==> src/rtl/key_conditioner.sv <==
// Push-button conditioner: synchronises and debounces an active-low KEY, producing a clean
// level, press/release pulses, a sticky pending flag for a slow consumer and a press tally.
module key_conditioner #(
  parameter int unsigned DEBOUNCE_CYCLES = 1_000_000,
  parameter int unsigned CNT_W           = 20
) (
  input  logic       clk,
  input  logic       reset,
  input  logic       key_n_i,
  input  logic       ack_i,
  output logic       level_o,
  output logic       press_o,
  output logic       release_o,
  output logic       pending_o,
  output logic [7:0] press_count_o
);

  typedef enum logic [1:0] {
    IDLE         = 2'd0,
    PRESS_WAIT   = 2'd1,
    PRESSED      = 2'd2,
    RELEASE_WAIT = 2'd3
  } state_e;

  localparam logic [CNT_W-1:0] CNT_MAX = CNT_W'(DEBOUNCE_CYCLES - 1);

  logic [1:0]       sync_q;
  logic             s;
  state_e           state_q, state_d;
  logic [CNT_W-1:0] cnt_q, cnt_d;
  logic             level_q, level_d;
  logic             press_q, press_d;
  logic             release_q, release_d;
  logic             pending_q, pending_d;
  logic [7:0]       press_count_q, press_count_d;

  // Both flops reset to the released level so reset never looks like a press.
  always_ff @(posedge clk) begin
    if (reset) begin
      sync_q <= 2'b11;
    end else begin
      sync_q <= {sync_q[0], key_n_i};
    end
  end

  assign s = ~sync_q[1];

  // NOTE: every output of this block gets a default first, so no path can infer a latch.
  always_comb begin
    state_d   = state_q;
    cnt_d     = cnt_q;
    press_d   = 1'b0;
    release_d = 1'b0;
    unique case (state_q)
      IDLE: begin
        if (s) begin
          state_d = PRESS_WAIT;
          cnt_d   = '0;
        end
      end
      PRESS_WAIT: begin
        if (!s) begin
          state_d = IDLE;
        end else if (cnt_q == CNT_MAX) begin
          state_d = PRESSED;
          press_d = 1'b1;
        end else begin
          cnt_d = cnt_q + 1'b1;
        end
      end
      PRESSED: begin
        if (!s) begin
          state_d = RELEASE_WAIT;
          cnt_d   = '0;
        end
      end
      RELEASE_WAIT: begin
        if (s) begin
          state_d = PRESSED;
        end else if (cnt_q == CNT_MAX) begin
          state_d   = IDLE;
          release_d = 1'b1;
        end else begin
          cnt_d = cnt_q + 1'b1;
        end
      end
      default: begin
        state_d = IDLE;
        cnt_d   = '0;
      end
    endcase

    level_d = (state_d == PRESSED) || (state_d == RELEASE_WAIT);
    // A new press beats an ack; an ack arriving while the press pulse is visible is ignored.
    pending_d     = press_d | (pending_q & ~(ack_i & ~press_q));
    press_count_d = press_count_q + {7'd0, press_d};
  end

  // NOTE: sequential state uses non-blocking assignments so all registers update together.
  always_ff @(posedge clk) begin
    if (reset) begin
      state_q       <= IDLE;
      cnt_q         <= '0;
      level_q       <= 1'b0;
      press_q       <= 1'b0;
      release_q     <= 1'b0;
      pending_q     <= 1'b0;
      press_count_q <= 8'd0;
    end else begin
      state_q       <= state_d;
      cnt_q         <= cnt_d;
      level_q       <= level_d;
      press_q       <= press_d;
      release_q     <= release_d;
      pending_q     <= pending_d;
      press_count_q <= press_count_d;
    end
  end

  assign level_o       = level_q;
  assign press_o       = press_q;
  assign release_o     = release_q;
  assign pending_o     = pending_q;
  assign press_count_o = press_count_q;

endmodule

==> config.mk <==
export PLATFORM = sky130hd
export DESIGN_NAME = key_conditioner
export DESIGN_NICKNAME = d
export VERILOG_FILES = /design/src/rtl/key_conditioner.sv
export SDC_FILE = /design/constraint.sdc
export NUM_CORES = 1
export LEC_CHECK = 0
export BUFFER_PORTS_ARGS = -buffer_cell sky130_fd_sc_hd__buf_2
export CORE_MARGIN = 2
export CORE_UTILIZATION = 46
export CTS_BUF_LIST = sky130_fd_sc_hd__clkbuf_4 sky130_fd_sc_hd__clkbuf_8
export CTS_CLUSTER_DIAMETER = 50
export DETAILED_ROUTE_END_ITERATION = 10
export SKIP_LAST_GASP = 1
export SLEW_MARGIN = 5
export SYNTH_ARGS = -nofsm -noshare
export SYNTH_HDL_FRONTEND = slang
export SYNTH_SLANG_ARGS = --single-unit
==> constraint.sdc <==
create_clock -name clk -period 2.9 [get_ports clk]
set_input_delay 0.725 -clock clk [delete_from_list [all_inputs] [get_ports clk]]
set_output_delay 0.725 -clock clk [all_outputs]
set_load 0.01 [all_outputs]
### Word-level counts from Yosys, hierarchy flattened

Cells that the tools add are included.
W data, S select, Z words.

| cells by class | value |
|---|---|
| equality and inequality tests | 10 |
| add/sub/neg operators | 2 |
| order comparisons | 0 |
| reductions and logical operators | 4 |
| divide/modulo/power cells | 0 |
| multiply operators | 0 |
| shift operators | 0 |
| mux-type cells | 16 |
| bitwise gates (word level) | 7 |

Operators with widths:

| kind | number |
|---|---|
| $mux W20 | 5 |
| $pmux W20 S4 | 1 |
| $add A20 B1 Y20 const B | 1 |
| $eq A20 B20 Y1 const B | 1 |
| $mux W2 | 6 |
| $add A8 B1 Y8 | 1 |
| $eq A2 B2 Y1 const B | 4 |
| $ne A2 B2 Y1 const B | 4 |
| $pmux W2 S4 | 1 |
| $not A1 Y1 | 4 |
| $reduce_and A4 Y1 | 1 |
| $mux W1 | 3 |
| $reduce_or A3 Y1 | 1 |
| $and A1 B1 Y1 | 2 |
| $eq A2 B1 Y1 const B | 1 |
| $logic_not A2 Y1 | 1 |
| $logic_or A1 B1 Y1 | 1 |
| $or A1 B1 Y1 | 1 |

| word-level totals | value |
|---|---|
| bits in read-only memories | 0 |
| flip-flop bits (word level) | 36 |
| memory bits (writable) | 0 |
| bits in latches | 0 |
| word-level logic and storage cells | 47 |
| memories | 0 |

### Logic depth before layout (Yosys ltp)

Gate-level depths: netlist of run 1.

| logic depth | value |
|---|---|
| word-level depth | 6 |
| mapped depth | 12 |
| mapped depth without buffers | 9 |

### Worst setup path before layout of run 1

No wires, ideal clock.

| path | value |
|---|---|
| path kind | reg2reg |
| start point | reg cnt_q[9] |
| end point | reg press_count_q[5], in the netlist press_count_o[5] |
| cell stages (with the launch flop) | 11 |
| buffers on the path | 1 |
| arrival time | 2.115 ns |
| path slack | 0.657 ns |
| setup time | 0.128 ns |
| clock period less this slack | 2.243 ns |
| path through | dfxtp_1 or4b_4 nor4_4 buf_6 nand3_1 inv_1 ha_1 and3_1 nand3_1 xor2_1 nor2_1 |

| between the ends | value |
|---|---|
| longest elaborated chain between the ends | 5 |

Ends and longest elaborated chain:

| item | line | RTL |
|---|---|---|
| start, declared | 30 | `logic [CNT_W-1:0] cnt_q, cnt_d;` |
| start signal, assigned | 111 | `cnt_q <= cnt_d;` |
| $eq A20 B20 Y1 | 64 | `end else if (cnt_q == CNT_MAX) begin` |
| $mux W1 | 64 |  |
| $mux W1 | 62 | `if (!s) begin` |
| $mux W1 | 54 | `unique case (state_q)` |
| net press_d | 32 | `logic press_q, press_d;` |
| $add A8 B1 Y8 | 96 | `press_count_d = press_count_q + {7'd0, press_d};` |
| end signal, assigned | 116 | `press_count_q <= press_count_d;` |
| end, declared | 35 | `logic [7:0] press_count_q, press_count_d;` |

The timed path passes the listed nets, and every way through them passes these cells.
A chain may end at the register's enable or synchronous reset.

### Final worst setup path of run 1

Ends and elaborated chain as after synthesis.

==> reports/results.ini, run 1 <==
[yosys]
synth_edf_count = 0
ys_types = 42
syn_inst = 180
seq_area_frac_synth = 0.426
ys_ff_latch = 35
synthesis.nets = 187
async_flop_share = 0
ys.flop_type = dfxtp_1
ys.warnings.count = 0
netlist_area_um2 = 1640
syn_avg_cell_area_um2 = 9.13

[detailed_routing]
first_pass_iters = 4
routed_wl_mm = 3.22
post-route-drc-count = 0
antenna_left = 0
avgRoutedWirePerCell_um = 13.2
drt_iter0_markers = 70
routed_via_density = 5.59
routed-via-count = 1359

[cts]
clockRootBuffer = clkbuf_4
numCtsBuffers = 5
cts_sinks = 35
clock_latency_ns = 0.34
path_clk_slew_ns = 0.10
clockBufferDepth = 2
postCtsSetupBuffers = 0
ctsHoldBuffers = 0
cts.repair.resized = 0
h-tree-depth = 2
tritoncts = done

[placement]
dpl.hpwl_mm = 2.23
portBuffers = 15
placed_cells = 235
gp_congestion = 0.771

[floorplan]
dieArea_um2 = 4070
fp-row-count = 21
io_pins = 16
fp.dieH_um = 63.8
die_w_um = 63.8
core_um2 = 3390
initial_core_util = 0.485

[power]
power_mw = 0.868
irDropWorstVdd_mv = 0.277
leakage_nw = 0.670
cellPowerDensity_nw_per_um2 = 476

[worst_setup_path]
cp-end-kind = flip-flop
startpoint_type = flip-flop
rrSetupSlack_ns = 0.73
critPathRequiredTime_ns = 3.13
critical_path_class = flip-flop to flip-flop
cp_max_fo = 7
cp.arrival_ns = 2.40

[layout]
layout.cells.most_common_list = 35 x dfxtp_1, 19 x a21oi_1, 15 x buf_2
fin_cells = 243
drive_gt1_frac = 0.173
nets = 203
multi_input_area_um2 = 873
layout_commonest_cell = dfxtp_1
seq_area_um2 = 701
n_antenna_cell = 0
fill_cells = 330
area_growth_pct = 10.9

[global_route]
grt_pass1_wl_mm = 5.62
track_usage = 0.174
grt_start_max_net_pins = 22
grt_pass1_vias = 1263
globalRouteOverflowTotal = 0
antenna_found_initial = 0

[sta]
setup_viol = 0
rsz0062_at_grt = no
finalCritPeriodShare = 0.749
finalMaxSlewViolations = 0
fmax_ghz = 0.460
clock-skew-final_ns = 0.00453
fin_setup_tns_ns = 0
max_slew_margin = 0.644
worst_pin_slew_ns = 0.534
min_period_ns = 2.17
hold_viol_final = 0

[job]
cap_violations = 0

[status]
status = complete, no violations

[hold_path]
hold_class = flip-flop to flip-flop

==> metrics by stage <==
step	cell area, µm²	hold slack (ns)	setup WS (ns)	utilization
after floorplan	1640	0.389	0.657	-
after global placement	1740	0.396	0.791	0.512
after detailed placement	1740	0.406	0.743	0.512
after CTS	1820	0.433	0.721	0.538
after global routing	1820	0.451	0.495	0.538
final	1820	0.426	0.727	0.538
==> worst paths after layout <==
| kind | start | endpoint | cells past startpoint |
|---|---|---|---|
| worst min-delay path | sync_q[0]$_SDFF_PP1_ | sync_q[1]$_SDFF_PP1_ | 1 |
| worst max-delay path | cnt_q[9]$_SDFFE_PP0P_ | press_count_o[5]$_SDFF_PP0_ | 9 |
| worst max register to register | cnt_q[9]$_SDFFE_PP0P_ | press_count_o[5]$_SDFF_PP0_ | 9 |
| worst min register to register | sync_q[0]$_SDFF_PP1_ | sync_q[1]$_SDFF_PP1_ | 1 |
==> cell type report <==
type / instances / share of cell area
Timing Repair Buffer: 17 / 0.0494
Clock inverter: 2 / 0.0192
Sequential cell: 35 / 0.384
Inverter: 4 / 0.00824
Multi-Input combinational cell: 133 / 0.479
Tap cell: 46 / 0.0316
Clock buffer: 6 / 0.0281
==> metal layers <==
metal  global-route usage  part of all wire  wire length (µm)
met3               0.0423             0.041               132
met1                0.222              0.47              1510
met2                0.286              0.47              1530
met4               0.0571             0.016                53
met5                    0                 0                 0
==> cells in the mapped netlist (4+ instances only) <==
master / count / share of area
nor2_1: 7 / 0.016
inv_1: 4 / 0.0091
o31ai_1: 5 / 0.023
or3_1: 7 / 0.027
nand4_1: 6 / 0.023
dfxtp_1: 35 / 0.43
clkbuf_1: 5 / 0.011
mux2i_1: 4 / 0.024
a21oi_1: 19 / 0.058
nand3_1: 10 / 0.030
or4_1: 4 / 0.018
xor2_1: 5 / 0.027
o21ai_0: 10 / 0.030
nand2b_1: 5 / 0.019
nand2_1: 14 / 0.032
==> sequential cells by signal (all words and copies together), names as in the netlist <==
register and cells:
sync_q 2, press_o 1, press_count_o 8, pending_o 1, cnt_q 20, state_q 2, release_o 1
==> power breakdown <==
| group | internal, mW | leakage (nW) | switching [mW] |
|---|---|---|---|
| Combinational | 0.00643 | 0.339 | 0.0141 |
| Sequential | 0.482 | 0.282 | 0.00173 |
| Clock | 0.204 | 0.0482 | 0.160 |
| Total | 0.692 | 0.670 | 0.176 |
==> worst max-delay path, cell delays in order, from the launching register on <==
cell and delay, ns:
dfxtp_1 0.43, or4b_4 0.51, nor4_4 0.24, nand3_1 0.14, inv_1 0.08, ha_1 0.16
and3_1 0.22, nand3_1 0.10, xor2_1 0.13, nor2_1 0.05
==> kinds of logic (layout without fill, tap and decap cells) <==
logic type / count (synthesis) / count (layout) / share of synthesized area
buffers and inverters: 12 / 29 / 0.0426
AO/OA/AOI/OAI: 43 / 43 / 0.163
adder cells (fa/ha/maj): 3 / 3 / 0.0228
XOR/XNOR: 8 / 8 / 0.0472
AND/OR/NAND/NOR: 75 / 75 / 0.274
flip-flops: 35 / 35 / 0.426
multiplexers: 4 / 4 / 0.0244
No activity file was read; power rests on OpenSTA's default activity.
==> run 2: changes to the inputs <==
--- a/config.mk
+++ b/config.mk
@@ -5,6 +5,7 @@
 export SDC_FILE = /design/constraint.sdc
 export NUM_CORES = 1
 export LEC_CHECK = 0
+export ABC_AREA = 1
 export BUFFER_PORTS_ARGS = -buffer_cell sky130_fd_sc_hd__buf_2
 export CORE_MARGIN = 2
 export CORE_UTILIZATION = 46
==> constraint.sdc (replaced) <==
create_clock -name clk -period 2.2 [get_ports clk]
set_input_delay 0.55 -clock clk [delete_from_list [all_inputs] [get_ports clk]]
set_output_delay 0.55 -clock clk [all_outputs]
set_load 0.01 [all_outputs]
==> run 2 against run 1 <==
- combinational power is 92% higher
- clock power is 31% higher
- global-route usage is 2.1 points higher
==> reports/results.ini, run 2 <==
[status]
status = complete, no violations

[sta]
finalMaxSlewViolations = 0  ; unchanged
hold_viol_final = 0  ; unchanged
fmax_ghz = 0.482  ; +4.7%
finalCritPeriodShare = 0.943  ; +0.194
fin_setup_tns_ns = 0  ; unchanged
max_slew_margin = 0.668  ; +0.0241
setup_viol = 0  ; unchanged
min_period_ns = 2.07  ; -0.0984 ns
finalWorstSetupSlack_ns = 0.126  ; -0.602 ns
clock-skew-final_ns = 0.0103  ; +0.00572 ns
timing.hold.ws_ns = 0.409  ; -0.0169 ns
rsz0062_at_grt = yes
worst_pin_slew_ns = 0.498  ; -0.0361 ns

[yosys]
ys_ff_latch = 35  ; unchanged
yosysMostFrequentCell = nor2_1
synth_edf_count = 0  ; unchanged
syn_inst = 264  ; +47%
netlist.area_leader.share = 0.397  ; -0.0293
synth.largest_area_cell = dfxtp_1
async_flop_share = 0  ; unchanged
synth_common_cells = 56 x nor2_1, 54 x nand2_1, 35 x dfxtp_1
ys_types = 25  ; -40%
synthesis.nets = 271  ; +45%
seq_area_frac_synth = 0.397  ; -0.0293
synth.area.top_cells = dfxtp_1 40%, nor2_1 12%, nand2_1 11%, inv_1 7.2%, nand3_1 6.2%
ys.warnings.count = 0  ; unchanged
syn_avg_cell_area_um2 = 6.69  ; -27%
netlist_area_um2 = 1770  ; +7.4%
ys.flop_type = dfxtp_1

[worst_setup_path]
critPathBufInv = 1  ; unchanged
cp_max_fo = 5  ; -2
cp-end-kind = flip-flop
critical_path_class = flip-flop to flip-flop
cp_cell_sequence = nor2_2 -> nand2_1 -> nor2_2 -> nand2_1 -> nor2_1 -> nand2_1 -> nor2_2 -> ha_2 -> ha_4 -> nand2_2 -> nor2_1 -> inv_1 -> nor2_2 -> nand3_1 -> nand2_1 -> nor2_1
crit_cells = 16  ; +7
r2r_end = press_count_o[6]$_SDFF_PP0_
startpoint_type = flip-flop
slowest_stage = dfxtp_1
r2r_start = cnt_q[12]$_SDFFE_PP0P_
max_stage_delay_ns = 0.36  ; -0.15 ns
worst-r2r-cell-count = 16  ; +7
critPathRequiredTime_ns = 2.39  ; -0.74 ns
cp.arrival_ns = 2.27  ; -0.13 ns
rrSetupSlack_ns = 0.13  ; -0.60 ns
crit_start = cnt_q[12]$_SDFFE_PP0P_
critPathTopFamily = simple AND/OR/NAND/NOR gates

[placement]
place_area_um2 = 1910  ; +10%
gp_congestion = 0.876  ; +14%
portBuffers = 15  ; unchanged
place_ws_ns = 0.0329  ; -0.710 ns
dpl.hpwl_mm = 2.70  ; +21%
placed_cells = 328  ; +40%

[layout]
fill_cells = 370  ; +12%
n_antenna_cell = 0  ; unchanged
fin_area_um2 = 2070  ; +14%
layout.cells.most_common_list = 53 x nand2_1, 51 x nor2_1, 33 x inv_1
nets = 296  ; +46%
area_growth_pct = 17.4
largest_reg_flops = 20  ; unchanged
layout_commonest_cell = nand2_1
top_register = cnt_q
fin_util = 0.562  ; +0.0239
fin_cells = 338  ; +39%
drive_gt1_frac = 0.200  ; +0.0274

[cts]
clockBufferDepth = 2  ; unchanged
numCtsBuffers = 5  ; unchanged
clockRootBuffer = clkbuf_8
ctsHoldBuffers = 0  ; unchanged
tritoncts = done
clock_latency_ns = 0.29  ; -0.05 ns
cts_sinks = 35  ; unchanged
path_clk_slew_ns = 0.08  ; -0.02 ns
h-tree-depth = 2  ; unchanged

[hold_path]
holdPathStages = 1  ; unchanged
hold_class = flip-flop to flip-flop
whs_endpoint = sync_q[1]$_SDFF_PP1_
min_from = sync_q[0]$_SDFF_PP1_

[detailed_routing]
antenna_left = 0  ; unchanged
routed_wl_mm = 3.84  ; +19%
post-route-drc-count = 0  ; unchanged
routed_via_density = 4.97  ; -11%
routed-via-count = 1681  ; +24%
avgRoutedWirePerCell_um = 11.3  ; -14%
first_pass_iters = 4  ; unchanged
drt_iter0_markers = 68  ; -2.9%

[power]
irDropWorstVdd_mv = 0.329  ; +19%
leakage_nw = 0.857  ; +28%
power_mw = 1.16  ; +33%
cellPowerDensity_nw_per_um2 = 558  ; +17%

[global_route]
antenna_found_initial = 0  ; unchanged
grt_start_max_net_pins = 18  ; -18%
track_usage = 0.195  ; +0.0211
grt_pass1_wl_mm = 6.54  ; +16%
grt_pass1_vias = 1548  ; +23%
globalRouteOverflowTotal = 0  ; unchanged

[floorplan]
fp-row-count = 22  ; +4.8%
dieArea_um2 = 4350  ; +6.9%
core_um2 = 3690  ; +8.8%
die_w_um = 66.0  ; +3.4%
initial_core_util = 0.479  ; -0.00642
fp.dieH_um = 66.0  ; +3.4%
io_pins = 16  ; unchanged

[job]
cap_violations = 0  ; unchanged

[run 2: changes by cell type after synthesis, moves of 4 or more]
cell and change:
nor2_1 +49, nand2_1 +40, inv_1 +30, nand3_1 +12, a21oi_1 -8, or3_1 -7, nand2b_1 -5, o31ai_1 -5
mux2i_1 -4, or4_1 -4
[run 2: worst max-delay path by stage]
| stage | to | slack [ns] |
|---|---|---|
| floorplan | press_count_o[6]$_SDFF_PP0_ | 0.18 |
| global placement | press_count_o[6]$_SDFF_PP0_ | 0.13 |
| detailed placement | press_count_o[6]$_SDFF_PP0_ | 0.03 |
| CTS | press_count_o[6]$_SDFF_PP0_ | 0.03 |
| global route | press_count_o[6]$_SDFF_PP0_ | -0.07 |
| finish | press_count_o[6]$_SDFF_PP0_ | 0.13 |
[run 2: cell type report]
class	instances	area, µm²	share of cell area
clock inverter	1	5.00	0.00242
clock buffer	7	83.8	0.0405
multi-input combinational	187	942	0.455
timing repair buffer	23	135	0.0652
tap	48	60.1	0.0290
inverter	37	139	0.0670
sequential	35	707	0.341
[run 2: what timing repair did]
action | 4_1_cts | 5_1_grt
endpoints found under the hold margin | 0 | 0
endpoints found under the setup margin | 0 | 4
gates resized for setup | 0 | 17
setup buffers | 0 | 2
[run 2: routing by layer]
| layer | global-route usage | vias to the layer above | routed length [µm] |
|---|---|---|---|
| li1 | - | 883 | - |
| met1 | 0.237 | 751 | 1880 |
| met2 | 0.323 | 38 | 1710 |
| met3 | 0.0545 | 9 | 147 |
| met4 | 0.0791 | 0 | 90 |
| met5 | 0 | - | 0 |
[run 2: cells by family after synthesis]
logic type,count (synthesis),share of synthesized area
simple gates,155,0.384
fa+ha+maj,3,0.0213
flops,35,0.397
compound gates,24,0.0765
buf+inv,42,0.0964
xor+xnor,5,0.0248
[run 2: where the power goes]
| group | switching (mW) | leakage, nW | internal [mW] | total, mW |
|---|---|---|---|---|
| combinational | 0.0292 | 0.523 | 0.0101 | 0.0393 |
| clock | 0.232 | 0.0491 | 0.247 | 0.478 |
| sequential | 0.00247 | 0.284 | 0.636 | 0.638 |
| total | 0.263 | 0.857 | 0.893 | 1.16 |
==> run 3: changes to the inputs <==
--- a/config.mk
+++ b/config.mk
@@ -10,8 +10,8 @@
 export CORE_MARGIN = 2
 export CORE_UTILIZATION = 46
 export CTS_BUF_LIST = sky130_fd_sc_hd__clkbuf_4 sky130_fd_sc_hd__clkbuf_8
-export CTS_CLUSTER_DIAMETER = 50
 export DETAILED_ROUTE_END_ITERATION = 10
+export PLACE_DENSITY = 0.67
 export SKIP_LAST_GASP = 1
 export SLEW_MARGIN = 5
 export SYNTH_ARGS = -nofsm -noshare
==> constraint.sdc (replaced) <==
create_clock -name clk -period 1.9 [get_ports clk]
set_input_delay 0.475 -clock clk [delete_from_list [all_inputs] [get_ports clk]]
set_output_delay 0.475 -clock clk [all_outputs]
set_load 0.01 [all_outputs]
==> run 3 against run 2 <==
- the run now ends with negative setup slack left
- design area grew 12%
- first-iteration DRC count grew 29%
- utilization increased by 7.0 points
- register-to-register slack lost 0.28 ns
- sequential share of layout area fell by 3.8 points
- via count up 2.5%
- worst setup slack worse by 0.28 ns
- critical path type unchanged
- critical endpoint unchanged
- largest power group is now the clock network
- highest routed layer unchanged
==> reports/results.ini, run 3 (synthesized netlist as in run 2, its figures left out) <==
[status]
status = finished, violations left
violations = negative setup slack

[floorplan]
initial_core_util = 0.479  ; unchanged
die_w_um = 66.0  ; unchanged
fp-row-count = 22  ; unchanged
core_um2 = 3690  ; unchanged
dieArea_um2 = 4350  ; unchanged
io_pins = 16  ; unchanged
fp.dieH_um = 66.0  ; unchanged

[global_route]
grt_start_max_net_pins = 18  ; unchanged
globalRouteOverflowTotal = 0  ; unchanged
track_usage = 0.217  ; +0.0224
grt_pass1_vias = 1568  ; +1.3%
grt_pass1_wl_mm = 7.07  ; +8.0%
antenna_found_initial = 0  ; unchanged

[cts]
h-tree-depth = 2  ; unchanged
clockRootBuffer = clkbuf_8
numCtsBuffers = 5  ; unchanged
path_clk_slew_ns = 0.07  ; about the same
clockBufferDepth = 2  ; unchanged
cts_sinks = 35  ; unchanged
clock_latency_ns = 0.29  ; about the same
tritoncts = done

[sta]
setup_viol = 4  ; +4
max_slew_margin = 0.685  ; +0.0170
timing.hold.ws_ns = 0.368  ; -0.0409 ns
worst_pin_slew_ns = 0.473  ; -0.0255 ns
fmax_ghz = 0.487  ; +1.1%
rsz0062_at_grt = yes
finalWorstSetupSlack_ns = -0.152  ; -0.278 ns
min_period_ns = 2.05  ; -0.0225 ns
clock-skew-final_ns = 0.00482  ; -0.00543 ns
hold_viol_final = 0  ; unchanged
finalMaxSlewViolations = 0  ; unchanged
finalCritPeriodShare = 1.08  ; +0.137

[layout]
largest_reg_flops = 20  ; unchanged
fin_util = 0.631  ; +0.0695
area_growth_pct = 31.9
n_antenna_cell = 0  ; unchanged
drive_gt1_frac = 0.273  ; +0.0730
fin_area_um2 = 2330  ; +12%
nets = 321  ; +8.4%
top_register = cnt_q
layout.cells.most_common_list = 53 x nand2_1, 51 x nor2_1, 33 x inv_1, 33 x buf_4, 31 x dfxtp_1
layout_commonest_cell = nand2_1

[detailed_routing]
routed_via_density = 4.75  ; -4.6%
post-route-drc-count = 0  ; unchanged
antenna_left = 0  ; unchanged
avgRoutedWirePerCell_um = 11.6  ; +2.3%
drt_iter0_markers = 88  ; +29%
routed-via-count = 1723  ; +2.5%
first_pass_iters = 4  ; unchanged
routed_wl_mm = 4.22  ; +9.9%

[placement]
place_ws_ns = -0.143  ; -0.176 ns
gp_congestion = 0.824  ; -5.9%
place_area_um2 = 2110  ; +10%
portBuffers = 15  ; unchanged
dpl.hpwl_mm = 2.93  ; +8.6%

[worst_setup_path]
r2r_end = press_count_o[6]$_SDFF_PP0_
crit_top_cell = nand2_1
r2r_start = cnt_q[1]$_SDFFE_PP0P_
worst-r2r-cell-count = 16  ; unchanged
cp-end-kind = flip-flop
rrSetupSlack_ns = -0.15  ; -0.28 ns
slowest_stage = dfxtp_2
critPathTopFamily = simple AND/OR/NAND/NOR gates
cp_cell_sequence = ha_4 -> nand3_4 -> nor2_4 -> nand2_1 -> nor2_1 -> nand2_1 -> nor2_2 -> ha_2 -> ha_4 -> nand2_2 -> nor2_2 -> inv_2 -> nor2_4 -> nand3_2 -> nand2_1 -> nor2_1
critical_path_class = flip-flop to flip-flop
startpoint_type = flip-flop
max_stage_delay_ns = 0.35  ; about the same
cp.arrival_ns = 2.24  ; -0.03 ns
critPathRequiredTime_ns = 2.09  ; -0.30 ns
critPathBufInv = 1  ; unchanged
cp_max_fo = 3  ; -2

[hold_path]
whs_endpoint = sync_q[0]$_SDFF_PP1_
holdPathStages = 2  ; +1
min_from = key_n_i
hold_class = input pin to flip-flop

[job]
cap_violations = 0  ; unchanged

[power]
cellPowerDensity_nw_per_um2 = 685  ; +23%
power_mw = 1.60  ; +38%
irDropWorstVdd_mv = 0.512  ; +56%
leakage_nw = 1.01  ; +18%

-- run 3: cell types whose count changed in the layout (fill, tap and decap cells not counted), sizes merged --
cell / change
buf: +25
clkbuf: -1
bufinv: +2
clkinv: -1
-- run 3: final cells by class --
cell class                      count  area [µm²]
Fill cell                         339        1360
Tap cell                           48        60.1
Clock buffer                        6        76.3
Sequential cell                    35         706
Multi-Input combinational cell    187         965
Inverter                           37         139
Timing Repair Buffer               48         323
Clock inverter                      2        60.1
-- run 3: worst register-to-register path, delay by kind of cell (launching register included) --
family                   cells  cell delay, ns
AND/OR/NAND/NOR             12            1.06
adder cells (fa/ha/maj)      3            0.52
flip-flops                   1            0.35
buffers and inverters        1            0.06
-- run 3: worst max-delay path by stage --
stage | from | end | slack, ns | cells after the start
2_1_floorplan | cnt_q[1]$_SDFFE_PP0P_ | press_count_o[6]$_SDFF_PP0_ | -0.05 | 16
3_3_place_gp | cnt_q[1]$_SDFFE_PP0P_ | press_count_o[6]$_SDFF_PP0_ | -0.08 | 16
3_5_place_dp | cnt_q[1]$_SDFFE_PP0P_ | press_count_o[6]$_SDFF_PP0_ | -0.14 | 16
4_1_cts | cnt_q[0]$_SDFFE_PP0P_ | press_count_o[6]$_SDFF_PP0_ | -0.06 | 16
5_1_grt | cnt_q[1]$_SDFFE_PP0P_ | press_count_o[6]$_SDFF_PP0_ | -0.25 | 16
6_report | cnt_q[1]$_SDFFE_PP0P_ | press_count_o[6]$_SDFF_PP0_ | -0.15 | 16
-- run 3: stage by stage --
step / setup TNS, ns / instances
floorplan: -0.0527 / 264
global placement: -0.108 / 348
detailed placement: -0.283 / 348
CTS: -0.100 / 362
global route: -0.891 / 363
finish: -0.473 / 363
-- run 3: where the power goes --
group          switching, mW  internal [mW]
clock                  0.270          0.539
sequential           0.00238          0.737
combinational         0.0349         0.0131
-- run 3: layer usage --
metal  vias to the layer above  global-route usage  part of all wire
met1                       756               0.261              0.46
met3                         5              0.0511             0.038
met5                         -                   0                 0
li1                        936                   -                 -
met2                        26               0.385              0.49
met4                         0              0.0612             0.012
-- run 3: timing repair --
action                     in CTS  in global routing
hold buffers                    0                  0
resized for setup               4                  7
pin swaps                       8                 11
setup buffers                   6                  1
setup endpoints to repair       4                  5
